<file path="config.mk">
export PLATFORM = sky130hd
export DESIGN_NAME = demux_5_hs
export DESIGN_NICKNAME = d
export VERILOG_FILES = /design/src/rtl/demux_5_hs_pkg.sv /design/src/rtl/demux_5_hs_sat_counter.sv /design/src/rtl/demux_5_hs.sv
export SDC_FILE = /design/constraint.sdc
export NUM_CORES = 1
export LEC_CHECK = 0
export BUFFER_PORTS_ARGS = -buffer_cell sky130_fd_sc_hd__clkbuf_2
export CORE_MARGIN = 5
export CORE_UTILIZATION = 45
export CTS_BUF_LIST = sky130_fd_sc_hd__clkbuf_4 sky130_fd_sc_hd__clkbuf_8
export CTS_CLUSTER_DIAMETER = 80
export DETAILED_ROUTE_END_ITERATION = 6
export PLACE_DENSITY = 0.71
export SYNTH_ARGS = -nofsm -noshare
export SYNTH_HDL_FRONTEND = slang
export SYNTH_HIERARCHICAL = 1
export SYNTH_SLANG_ARGS = --single-unit
export TNS_END_PERCENT = 100
</file>
<file path="constraint.sdc">
create_clock -name clk -period 2.45 [get_ports clk]
set_input_delay 0.3675 -clock clk [delete_from_list [all_inputs] [get_ports clk]]
set_output_delay 0.3675 -clock clk [all_outputs]
set_load 0.02 [all_outputs]
</file>
<file path="src/rtl/demux_5_hs_pkg.sv">
// Shared definitions for the 5-lane demultiplexer; the lane encoding matches the
// 5-input result selector so both ends of the bus agree.
package demux_5_hs_pkg;

  localparam int unsigned DW_DEFAULT = 32;
  localparam int unsigned NUM_LANES  = 5;

  localparam logic [2:0] LANE1    = 3'd0;
  localparam logic [2:0] LANE2    = 3'd1;
  localparam logic [2:0] LANE3    = 3'd2;
  localparam logic [2:0] LANE4    = 3'd3;
  localparam logic [2:0] LANE5    = 3'd4;
  localparam logic [2:0] LANE_MAX = 3'd4;

  typedef enum logic {StEmpty, StHold} state_e;

  // Illegal codes map to no lane at all.
  function automatic logic [NUM_LANES-1:0] lane_onehot(input logic [2:0] sel);
    logic [NUM_LANES-1:0] oh;
    oh = '0;
    case (sel)
      LANE1:   oh = 5'b00001;
      LANE2:   oh = 5'b00010;
      LANE3:   oh = 5'b00100;
      LANE4:   oh = 5'b01000;
      LANE5:   oh = 5'b10000;
      default: oh = '0;
    endcase
    return oh;
  endfunction

endpackage

</file>
<file path="src/rtl/demux_5_hs_sat_counter.sv">
// Saturating up-counter with asynchronous active-low clear; used for the drop count.
module demux_5_hs_sat_counter #(
  parameter int unsigned CNT_W = 8
) (
  input  logic             clk,
  input  logic             rst_n,
  input  logic             inc,
  output logic [CNT_W-1:0] cnt
);

  logic [CNT_W-1:0] cnt_q;

  always_ff @(posedge clk or negedge rst_n) begin
    if (!rst_n) begin
      cnt_q <= '0;
    end else if (inc && (cnt_q != '1)) begin
      cnt_q <= cnt_q + CNT_W'(1);
    end
  end

  assign cnt = cnt_q;

endmodule

</file>
<file path="src/rtl/demux_5_hs.sv">
// Registered 1-to-5 demultiplexer with valid/ready on the input and each lane.
// Single-entry skid-free pipeline: one word per cycle while the target lane is ready.
module demux_5_hs
  import demux_5_hs_pkg::*;
#(
  parameter int unsigned DW    = DW_DEFAULT,
  parameter int unsigned CNT_W = 8
) (
  input  logic                 clk,
  input  logic                 rst_n,
  input  logic                 in_valid,
  output logic                 in_ready,
  input  logic [DW-1:0]        in_data,
  input  logic [2:0]           in_choose,
  output logic [DW-1:0]        z1,
  output logic [DW-1:0]        z2,
  output logic [DW-1:0]        z3,
  output logic [DW-1:0]        z4,
  output logic [DW-1:0]        z5,
  output logic [NUM_LANES-1:0] out_valid,
  input  logic [NUM_LANES-1:0] out_ready,
  output logic                 err,
  output logic [CNT_W-1:0]     drop_cnt
);

  state_e               state_q, state_d;
  logic [2:0]           sel_q, sel_d;
  logic [DW-1:0]        z_q [NUM_LANES];
  logic                 err_q;

  logic                 full;
  logic [NUM_LANES-1:0] sel_oh;
  logic [NUM_LANES-1:0] in_oh;
  logic                 sel_ready;
  logic                 accept;
  logic                 acc_legal;
  logic                 acc_illegal;
  logic                 deliver;

  assign full        = (state_q == StHold);
  assign sel_oh      = lane_onehot(sel_q);
  assign in_oh       = lane_onehot(in_choose);
  // Ready bits of lanes other than the held one are deliberately ignored.
  assign sel_ready   = |(out_ready & sel_oh);
  assign in_ready    = !full || sel_ready;
  assign accept      = in_valid && in_ready;
  assign acc_legal   = accept && (in_choose <= LANE_MAX);
  assign acc_illegal = accept && (in_choose > LANE_MAX);
  assign deliver     = full && sel_ready;

  // An illegal accept while full implies delivery, so it always falls to StEmpty.
  always_comb begin
    state_d = state_q;
    sel_d   = sel_q;
    if (acc_legal) begin
      state_d = StHold;
      sel_d   = in_choose;
    end else if (deliver) begin
      state_d = StEmpty;
    end
  end

  always_ff @(posedge clk or negedge rst_n) begin
    if (!rst_n) begin
      state_q <= StEmpty;
      sel_q   <= '0;
      err_q   <= 1'b0;
    end else begin
      state_q <= state_d;
      sel_q   <= sel_d;
      err_q   <= acc_illegal;
    end
  end

  always_ff @(posedge clk or negedge rst_n) begin
    if (!rst_n) begin
      for (int i = 0; i < NUM_LANES; i++) z_q[i] <= '0;
    end else begin
      for (int i = 0; i < NUM_LANES; i++) begin
        if (acc_legal && in_oh[i]) z_q[i] <= in_data;
      end
    end
  end

  demux_5_hs_sat_counter #(
    .CNT_W(CNT_W)
  ) u_drop_cnt (
    .clk  (clk),
    .rst_n(rst_n),
    .inc  (acc_illegal),
    .cnt  (drop_cnt)
  );

  assign out_valid = full ? sel_oh : '0;
  assign err       = err_q;
  assign z1        = z_q[0];
  assign z2        = z_q[1];
  assign z3        = z_q[2];
  assign z4        = z_q[3];
  assign z5        = z_q[4];

endmodule

</file>
==> results of run 1 <==
worst max-delay path by stage:
| stage | end | slack, ns | cells past startpoint |
|---|---|---|---|
| 2_1_floorplan | u_drop_cnt/cnt[5] | 0.23 | 8 |
| 3_3_place_gp | z2[25] | 0.41 | 6 |
| 3_5_place_dp | z3[3] | 0.32 | 6 |
| 4_1_cts | in_ready | 0.05 | 5 |
| 5_1_grt | in_ready | 0.01 | 5 |
| 6_report | in_ready | 0.12 | 5 |
layout make-up:
cell class	instances	area [um2]	share of cell area, %
clock inverters	9	110	1.29
flip-flops and latches	173	4330	50.8
clock buffers	22	290	3.40
repair buffers	234	1250	14.6
well taps	184	230	2.70
multi-input cells	218	2300	27.0
inverters	5	18.8	0.220
timing repair:
| item | CTS | global route |
|---|---|---|
| endpoints found under the hold margin | 63 | 0 |
| gates resized for setup | 0 | 1 |
| hold buffers | 1 | 0 |
| endpoints found under the setup margin | 0 | 1 |
| setup buffers | 0 | 0 |
report_power, final:
part | internal (mW) | switching (mW)
registers | 4.25 | 0.837
logic | 2.07 | 3.16
clock network | 1.01 | 0.971
total | 7.33 | 4.97
layout by cell type, fill, tap and decap left out, drive strengths merged, types with 2 or more instances in the layout:
master and instances:
nand3 3, and4 3, bufinv 2, nor2b 2, nor3 3, buf 17
dfrtp 173, clkinv 3, o2111ai 4, mux2i 2, clkbuf 238, a31oi 2
o21ai 3, a32oi 2, mux2 162, nor2 4, a41oi 2, o211ai 4
a21oi 4, a21boi 2, nand2 5, inv 6, clkinvlp 3
metal layers:
metal  wire [um]  part of all wire [%]  global-route usage [%]
met3        1240                   7.9                    7.42
met2        7880                    50                    30.8
met5           0                     0                       0
met1        6330                    40                    22.2
met4         201                   1.3                    5.49
kinds of logic after synthesis:
logic type / count (synthesis)
compound gates: 27
mux: 164
xor+xnor: 2
fa+ha+maj: 1
flops: 173
simple gates: 24
buf+inv: 22
per-stage QoR:
stage / total power [mW] / worst slack, ns
4_1_cts: 12.5 / 0.0507
6_report: 12.3 / 0.116
3_3_place_gp: 10.3 / 0.413
2_1_floorplan: 8.23 / 0.228
3_5_place_dp: 10.5 / 0.324
5_1_grt: 13.0 / 0.0146
sequential cells by signal, summed over array words and instances, names as in the netlist:
signal and flops:
z5 32, full 1, err 1, z4 32, z2 32, z1 32, u_drop_cnt/cnt 8, z3 32
sel_q 3
==> qor.csv, run 1 <==
stage,metric,value,unit
synthesis,most common cell in the netlist,dfrtp_1,
place,I/O Buffers,217,
route,DRT iter0 DRCs,158,
flow_run,Max Cap Viol,0,
clock_tree,Worst-path clk slew,0.08,ns
power_and_ir_drop,power per cell area,1440,mW/mm2
place,placed insts,813,
die,die span in y,132,um
place,post-placement cell area,0.00812,mm2
worst_hold_path,Hold EP,z1[20],
timing,period utilization,95.3,%
setup_path,Critical Path Fanout Max,8,
die,area of the die,0.0173,mm2
timing,relative slew slack,57.8,%
setup_path,r2r setup slk,0.34,ns
setup_path,critical path's top delay family,flip-flops,
clock_tree,CTS buffer count,17,
route,drt first pass iters,4,
clock_tree,CTS tree,built,
worst_hold_path,hold crit path type,in2reg,
die,Initial Util,45.9,%
synthesis,number of synthesized flops with an enable pin,0,
synthesis,Synth Register Bits,173,
die,Core Area,0.0145,mm2
setup_path,startpoint types,register,
finish,fin area,0.00853,mm2
setup_path,R2R cell count,7,
synthesis,Post-Syn Area,0.00667,mm2
synthesis,XOR/XNOR share of the synthesized area,0.263,%
clock_tree,H-tree levels,4,
setup_path,worst r2r src,sel_q[0],
setup_path,CP Cell Sequence,mux2i_1 -> a211oi_2 -> buf_4 -> or2_2 -> clkbuf_2,
timing,post-route setup TNS,0,ns
synthesis,Syn Nets,457,
synthesis,mux contribution to synthesized area,27.7,%
clock_tree,clock tree buffer depth,2,
die,Die X,132,um
setup_path,worst path bufs/invs,2,
grt,grt ovf,0,
timing,Peak Freq,428,MHz
setup_path,CP peak stage delay,0.47,ns
finish,NumNets Final,693,
finish,antenna cells,0,
synthesis,Netlist cell types,37,
grt,vias in the first global route,4669,
finish,fill count,1216,
synthesis,post-synth top area share,64.9,%
clock_tree,Worst-Skew Late Latency,0.45,ns
timing,RSZ-0062 raised after global routing,no,
synthesis,yosys warns,6,
outcome,status,"complete, no violations",
grt,first-pass GRT wire length,25.7,mm
synthesis,top post-synthesis cells by count,"dfrtp_1, mux2_2, buf_2, mux2_1",
route,DRT antenna net count,0,
power_and_ir_drop,Leakage,4.17,nW
synthesis,"Primary FF master, synth",dfrtp_1,
die,I/O pins,218,
timing,final hold slack,0.204,ns
synthesis,"FFs w/ async S/R, synth",100,%
route,drt wl/cell,18.5,um
setup_path,CP Capture Type,output port,
setup_path,WP data required,2.08,ns
place,Detail Placement HPWL,11.7,mm
grt,largest net degree at the start of global routing,67,
worst_hold_path,hold depth,2,
route,"wirelength, routed",15.7,mm
timing,Final Hold Vio Count,0,
timing,max-slew violation count,0,
worst_hold_path,min-delay src,in_data[20],
synthesis,post-synth top area cell,dfrtp_1,
power_and_ir_drop,Max IR drop VDD,0.000795,V
synthesis,Post-Syn Instances,413,
clock_tree,clock root buffer,clkbuf_8,
grt,GR Util All Layers,18.5,%
timing,post-layout minimum cycle time,2.33,ns
synthesis,sequential-to-total area share from yosys stat,64.9,%
route,DR vias,4412,
timing,clock skew,0.00698,ns
timing,setup violators final,0,
setup_path,critical path's slowest cell,dfrtp_1,
synthesis,Simple-Gate Fraction of Synth Area,2.14,%
setup_path,Crit path arrival time,1.97,ns
finish,final core utilization,58.7,%
route,DRC,0,
synthesis,largest family of logic cells by synthesized area,multiplexers,
die,floorplan row count,44,
synthesis,post-synthesis compound-gate area fraction,3.21,%
finish,Post-Layout Cell Count,845,
setup_path,CP Launch Point,sel_q[0],
synthesis,Synth area leaders,"dfrtp_1, mux2_2, mux2_1",
timing,Worst-Margin Slew,0.632,ns
finish,share of cells above drive strength 1,64.9,%
finish,synthesis-to-finish area growth,28.0,%
synthesis,Synth Area in Adders,0.188,%
route,detail-routed via count per cell,5.22,
setup_path,capturing point of the worst reg2reg path,u_drop_cnt/cnt[5],
grt,antenna violations before repair,0,
clock_tree,CTS sink count,173,
setup_path,Worst Setup Path Type,reg2out,
place,Routability Congestion,0.855,
synthesis,mean area per synthesized cell,16.1,um2
Power figures use the tool's default switching activity.
==> run 2: changes to the inputs <==
- ABC_AREA: not set -> 1
- PLACE_DENSITY: 0.71 -> 0.7
==> qor.csv, run 2 <==
stage,metric,value,unit
synthesis,sequential-to-total area share from yosys stat,59.5,%
synthesis,post-synth top area share,59.5,%
place,I/O Buffers,217,
setup_path,r2r setup slk,0.47,ns
finish,NumNets Final,1062,
finish,fill count,1458,
timing,relative slew slack,69.1,%
timing,max-slew violation count,0,
grt,grt ovf,0,
grt,GR Util All Layers,24.3,%
die,area of the die,0.0188,mm2
timing,period utilization,86.0,%
grt,antenna violations before repair,0,
place,Detail Placement HPWL,15.3,mm
setup_path,CP Capture Type,output port,
timing,clock skew,0.0132,ns
die,I/O pins,218,
setup_path,worst r2r src,sel_q[0],
flow_run,Max Cap Viol,0,
clock_tree,H-tree levels,4,
power_and_ir_drop,Final Total Pwr,12.2,mW
timing,Peak Freq,474,MHz
clock_tree,CTS buffer count,17,
setup_path,startpoint types,register,
timing,post-route setup TNS,0,ns
setup_path,R2R cell count,11,
clock_tree,Worst-path clk slew,0.09,ns
grt,first-pass GRT wire length,35.3,mm
timing,RSZ-0062 raised after global routing,no,
clock_tree,CTS tree,built,
outcome,status,"complete, no violations",
route,drt first pass iters,5,
route,detail-routed via count per cell,5.36,
synthesis,"FFs w/ async S/R, synth",100,%
synthesis,top post-synthesis cells by count,"nand2_1, dfrtp_1, nand4_1, nand3_1, clkbuf_1",
setup_path,Crit path arrival time,1.74,ns
synthesis,Syn Nets,860,
synthesis,Synth Register Bits,173,
route,drt wl/cell,18.1,um
setup_path,Worst Setup Path Type,reg2out,
clock_tree,CTS sink count,173,
timing,setup violators final,0,
grt,vias in the first global route,6346,
die,Core Area,0.0159,mm2
finish,share of cells above drive strength 1,28.2,%
die,die span in y,137,um
timing,Worst-Margin Slew,0.461,ns
finish,antenna cells,0,
synthesis,post-synth top area cell,dfrtp_1,
route,DRC,0,
clock_tree,post_cts resized,0,
setup_path,CP Launch Point,sel_q[1],
synthesis,mean area per synthesized cell,8.91,um2
clock_tree,Worst-Skew Late Latency,0.46,ns
finish,most frequent cells in the layout,"nand2_1, clkbuf_2, dfrtp_1",
place,pre-CTS WS,0.499,ns
route,DRT iter0 DRCs,522,
power_and_ir_drop,Leakage,5.03,nW
clock_tree,clock root buffer,clkbuf_8,
place,Routability Congestion,0.814,
synthesis,yosys warns,6,
timing,post-layout minimum cycle time,2.11,ns
die,Die X,137,um
synthesis,number of synthesized flops with an enable pin,0,
synthesis,Synth area leaders,"dfrtp_1, nand2_1, nand4_1",
synthesis,Post-Syn Instances,816,
synthesis,most common cell in the netlist,nand2_1,
setup_path,capturing point of the worst reg2reg path,u_drop_cnt/cnt[3],
synthesis,"Primary FF master, synth",dfrtp_1,
clock_tree,Post-CTS Setup Inserts,0,
finish,"commonest non-fill, non-tap cell in the layout",nand2_1,
setup_path,worst setup path end,in_ready,
power_and_ir_drop,power per cell area,1340,mW/mm2
timing,final setup margin,0.342,ns
route,"wirelength, routed",22.6,mm
setup_path,WP data required,2.08,ns
clock_tree,clock tree buffer depth,2,
synthesis,Netlist cell types,28,
setup_path,Critical Path Fanout Max,7,
power_and_ir_drop,Max IR drop VDD,0.000587,V
synthesis,Post-Syn Area,0.00727,mm2
worst_hold_path,hold crit path type,in2reg,
die,floorplan row count,46,
die,Initial Util,45.8,%
grt,largest net degree at the start of global routing,77,
finish,synthesis-to-finish area growth,24.9,%
timing,Final Hold Vio Count,0,
route,DRT antenna net count,0,
route,DR vias,6676,
## run 2: kinds of logic after synthesis
family          after synthesis  synth area share, %
compound gates                8                0.740
flops                       173                 59.5
fa+ha+maj                     1                0.172
buf+inv                      78                 4.52
simple gates                554                 34.8
xor+xnor                      2                0.241
## run 2: final cells by class
class | instances | area, um2 | share of cell area (%)
Multi-Input combinational cell | 565 | 2640 | 29.1
Inverter | 16 | 62.6 | 0.689
Timing Repair Buffer | 245 | 1370 | 15.1
Clock buffer | 20 | 269 | 2.96
Sequential cell | 173 | 4330 | 47.7
Tap cell | 216 | 270 | 2.98
Clock inverter | 11 | 141 | 1.56
## run 2: timing repair
item / in CTS / in global routing
setup endpoints to repair: 0 / 0
endpoints found under the hold margin: 31 / 0
hold buffers: 1 / 0
## run 2: how the worst min path moves through the flow
stage / from / to / slack [ns] / depth (start not counted)
6_report: in_data[2] / z1[2] / 0.21 / 3
5_1_grt: in_data[2] / z2[2] / 0.19 / 3
4_1_cts: in_data[2] / z1[2] / 0.17 / 3
3_5_place_dp: rst_n / z1[12] / 0.29 / 1
3_3_place_gp: rst_n / z1[14] / 0.29 / 1
2_1_floorplan: rst_n / err / 0.07 / 0
## run 2: power by group
group | switching, mW | internal, mW | total [mW]
Combinational | 3.54 | 1.58 | 5.13
Clock | 1.02 | 1.06 | 2.09
Sequential | 0.840 | 4.10 | 4.94
## run 2: layer usage
metal	global-route usage (%)	share of wire, %	up-vias
met5	0	0	-
met4	7.48	1.9	0
met3	6.32	7.5	27
met2	36.8	46	261
met1	34.4	45	3242
li1	-	-	3146
## run 2: stage by stage
step | cell area [um2] | hold slack [ns] | utilization, % | cells
finish | 9080 | 0.206 | 57.2 | 1246
global route | 9080 | 0.185 | 57.2 | 1246
CTS | 9080 | 0.174 | 57.2 | 1246
detailed placement | 8660 | 0.288 | 54.5 | 1214
global placement | 8660 | 0.287 | 54.5 | 1214
floorplan | 7270 | 0.0719 | - | 816
## run 2: critical path: stages (launching register included)
cell      delay (ns)
dfrtp_1         0.47
inv_1           0.12
nand4_1         0.10
nand2_1         0.06
nor2_2          0.15
nand2_1         0.18
clkbuf_2        0.21
==> run 3: changes to the inputs <==
- PLACE_DENSITY: 0.7 -> 0.74
==> qor.csv, run 3 (synthesized netlist as in run 2, its figures left out) <==
stage,metric,value,unit
setup_path,WP data required,2.08,ns
power_and_ir_drop,Max IR drop VDD,0.000555,V
clock_tree,CTS buffer count,17,
setup_path,r2r setup slk,0.41,ns
timing,clock skew,0.0132,ns
place,Routability Congestion,0.847,
clock_tree,Worst-Skew Late Latency,0.45,ns
outcome,status,"complete, no violations",
worst_hold_path,hold crit path type,in2reg,
die,I/O pins,218,
setup_path,CP Launch Point,sel_q[0],
die,Initial Util,45.8,%
route,DRC,0,
timing,period utilization,88.3,%
route,wl on met1,9.73,mm
timing,post-layout minimum cycle time,2.16,ns
route,Highest Signal Layer,met4,
grt,largest net degree at the start of global routing,85,
route,DR vias,6724,
clock_tree,H-tree levels,4,
route,drt first pass iters,5,
timing,final hold slack,0.214,ns
setup_path,Critical Path Fanout Max,7,
timing,post-route setup TNS,0,ns
route,metal2 WL,10.4,mm
finish,"commonest non-fill, non-tap cell in the layout",nand2_1,
die,Core Area,0.0159,mm2
die,area of the die,0.0188,mm2
place,Detail Placement HPWL,15.2,mm
setup_path,worst r2r src,sel_q[0],
finish,NumNets Final,1064,
route,Routed met3 length,1.84,mm
finish,most frequent cells in the layout,"nand2_1, clkbuf_2, dfrtp_1",
power_and_ir_drop,power per cell area,1340,mW/mm2
route,"wirelength, routed",22.4,mm
grt,antenna violations before repair,0,
grt,first-pass GRT wire length,35.3,mm
grt,grt ovf,0,
timing,RSZ-0062 raised after global routing,no,
grt,vias in the first global route,6508,
finish,share of cells above drive strength 1,28.4,%
clock_tree,Worst-path clk slew,0.09,ns
timing,Peak Freq,462,MHz
route,drt wl/cell,17.9,um
timing,max-slew violation count,0,
setup_path,CP Capture Type,output port,
finish,antenna cells,0,
setup_path,startpoint types,register,
die,Die X,137,um
die,die span in y,137,um
route,DRT antenna net count,0,
power_and_ir_drop,Leakage,5.05,nW
clock_tree,CTS sink count,173,
clock_tree,clock tree buffer depth,2,
finish,synthesis-to-finish area growth,25.2,%
timing,Final Hold Vio Count,0,
clock_tree,CTS tree,built,
setup_path,Worst Setup Path Type,reg2out,
clock_tree,post_cts resized,0,
route,DRT iter0 DRCs,631,
place,I/O Buffers,217,
grt,GR Util All Layers,24.2,%
timing,Worst-Margin Slew,0.589,ns
route,detail-routed via count per cell,5.38,
clock_tree,clock root buffer,clkbuf_8,
timing,relative slew slack,60.8,%
setup_path,Crit path arrival time,1.80,ns
die,floorplan row count,46,
worst_hold_path,min-delay src,in_data[30],
timing,setup violators final,0,
flow_run,Max Cap Viol,0,
-- run 3: critical path: stages (launching register included) --
cell      delay [ns]
dfrtp_1         0.45
inv_2           0.12
nand3_1         0.10
o21a_1          0.23
nand2_1         0.23
clkbuf_2        0.23
-- run 3: power by group --
part           switching, mW  total, mW  internal (mW)  leakage, nW
registers              0.849       4.95           4.10         2.18
clock network           1.07       2.19           1.12        0.217
logic                   3.53       5.11           1.58         2.65
total                   5.45       12.2           6.79         5.05
-- run 3: repair_timing --
action,CTS,global route
hold buffers,1,0
setup buffers,0,0
hold endpoints to repair,55,0
-- run 3: worst paths after layout --
kind	cells past startpoint	end
max	5	in_ready
min	3	z2[30]
max reg2reg	11	u_drop_cnt/cnt[7]
min reg2reg	2	z1[23]
max in group asynchronous	3	z1[17]
min in group asynchronous	2	z1[5]
-- run 3: per-stage QoR --
stage	instance area, um2	power, mW	cells	worst slack (ns)	utilization (%)
2_1_floorplan	7270	8.01	816	0.371	-
3_3_place_gp	8660	10.0	1216	0.428	54.5
3_5_place_dp	8660	10.1	1216	0.460	54.5
4_1_cts	9110	12.3	1249	0.276	57.4
5_1_grt	9110	13.0	1249	0.123	57.4
6_report	9110	12.2	1249	0.286	57.4
-- run 3: final cells by class --
cell class	count	area [um2]
clock inverter	11	154
timing repair buffer	247	1370
fill	1455	6770
tap	216	270
sequential	173	4330
inverter	16	62.6
multi-input combinational	565	2640
clock buffer	21	283
-- run 3: layer usage --
layer,vias up,GRT usage [%]
met2,295,36.2
met3,36,6.65
met5,-,0
met4,0,8.09
li1,3153,-
met1,3240,34.3
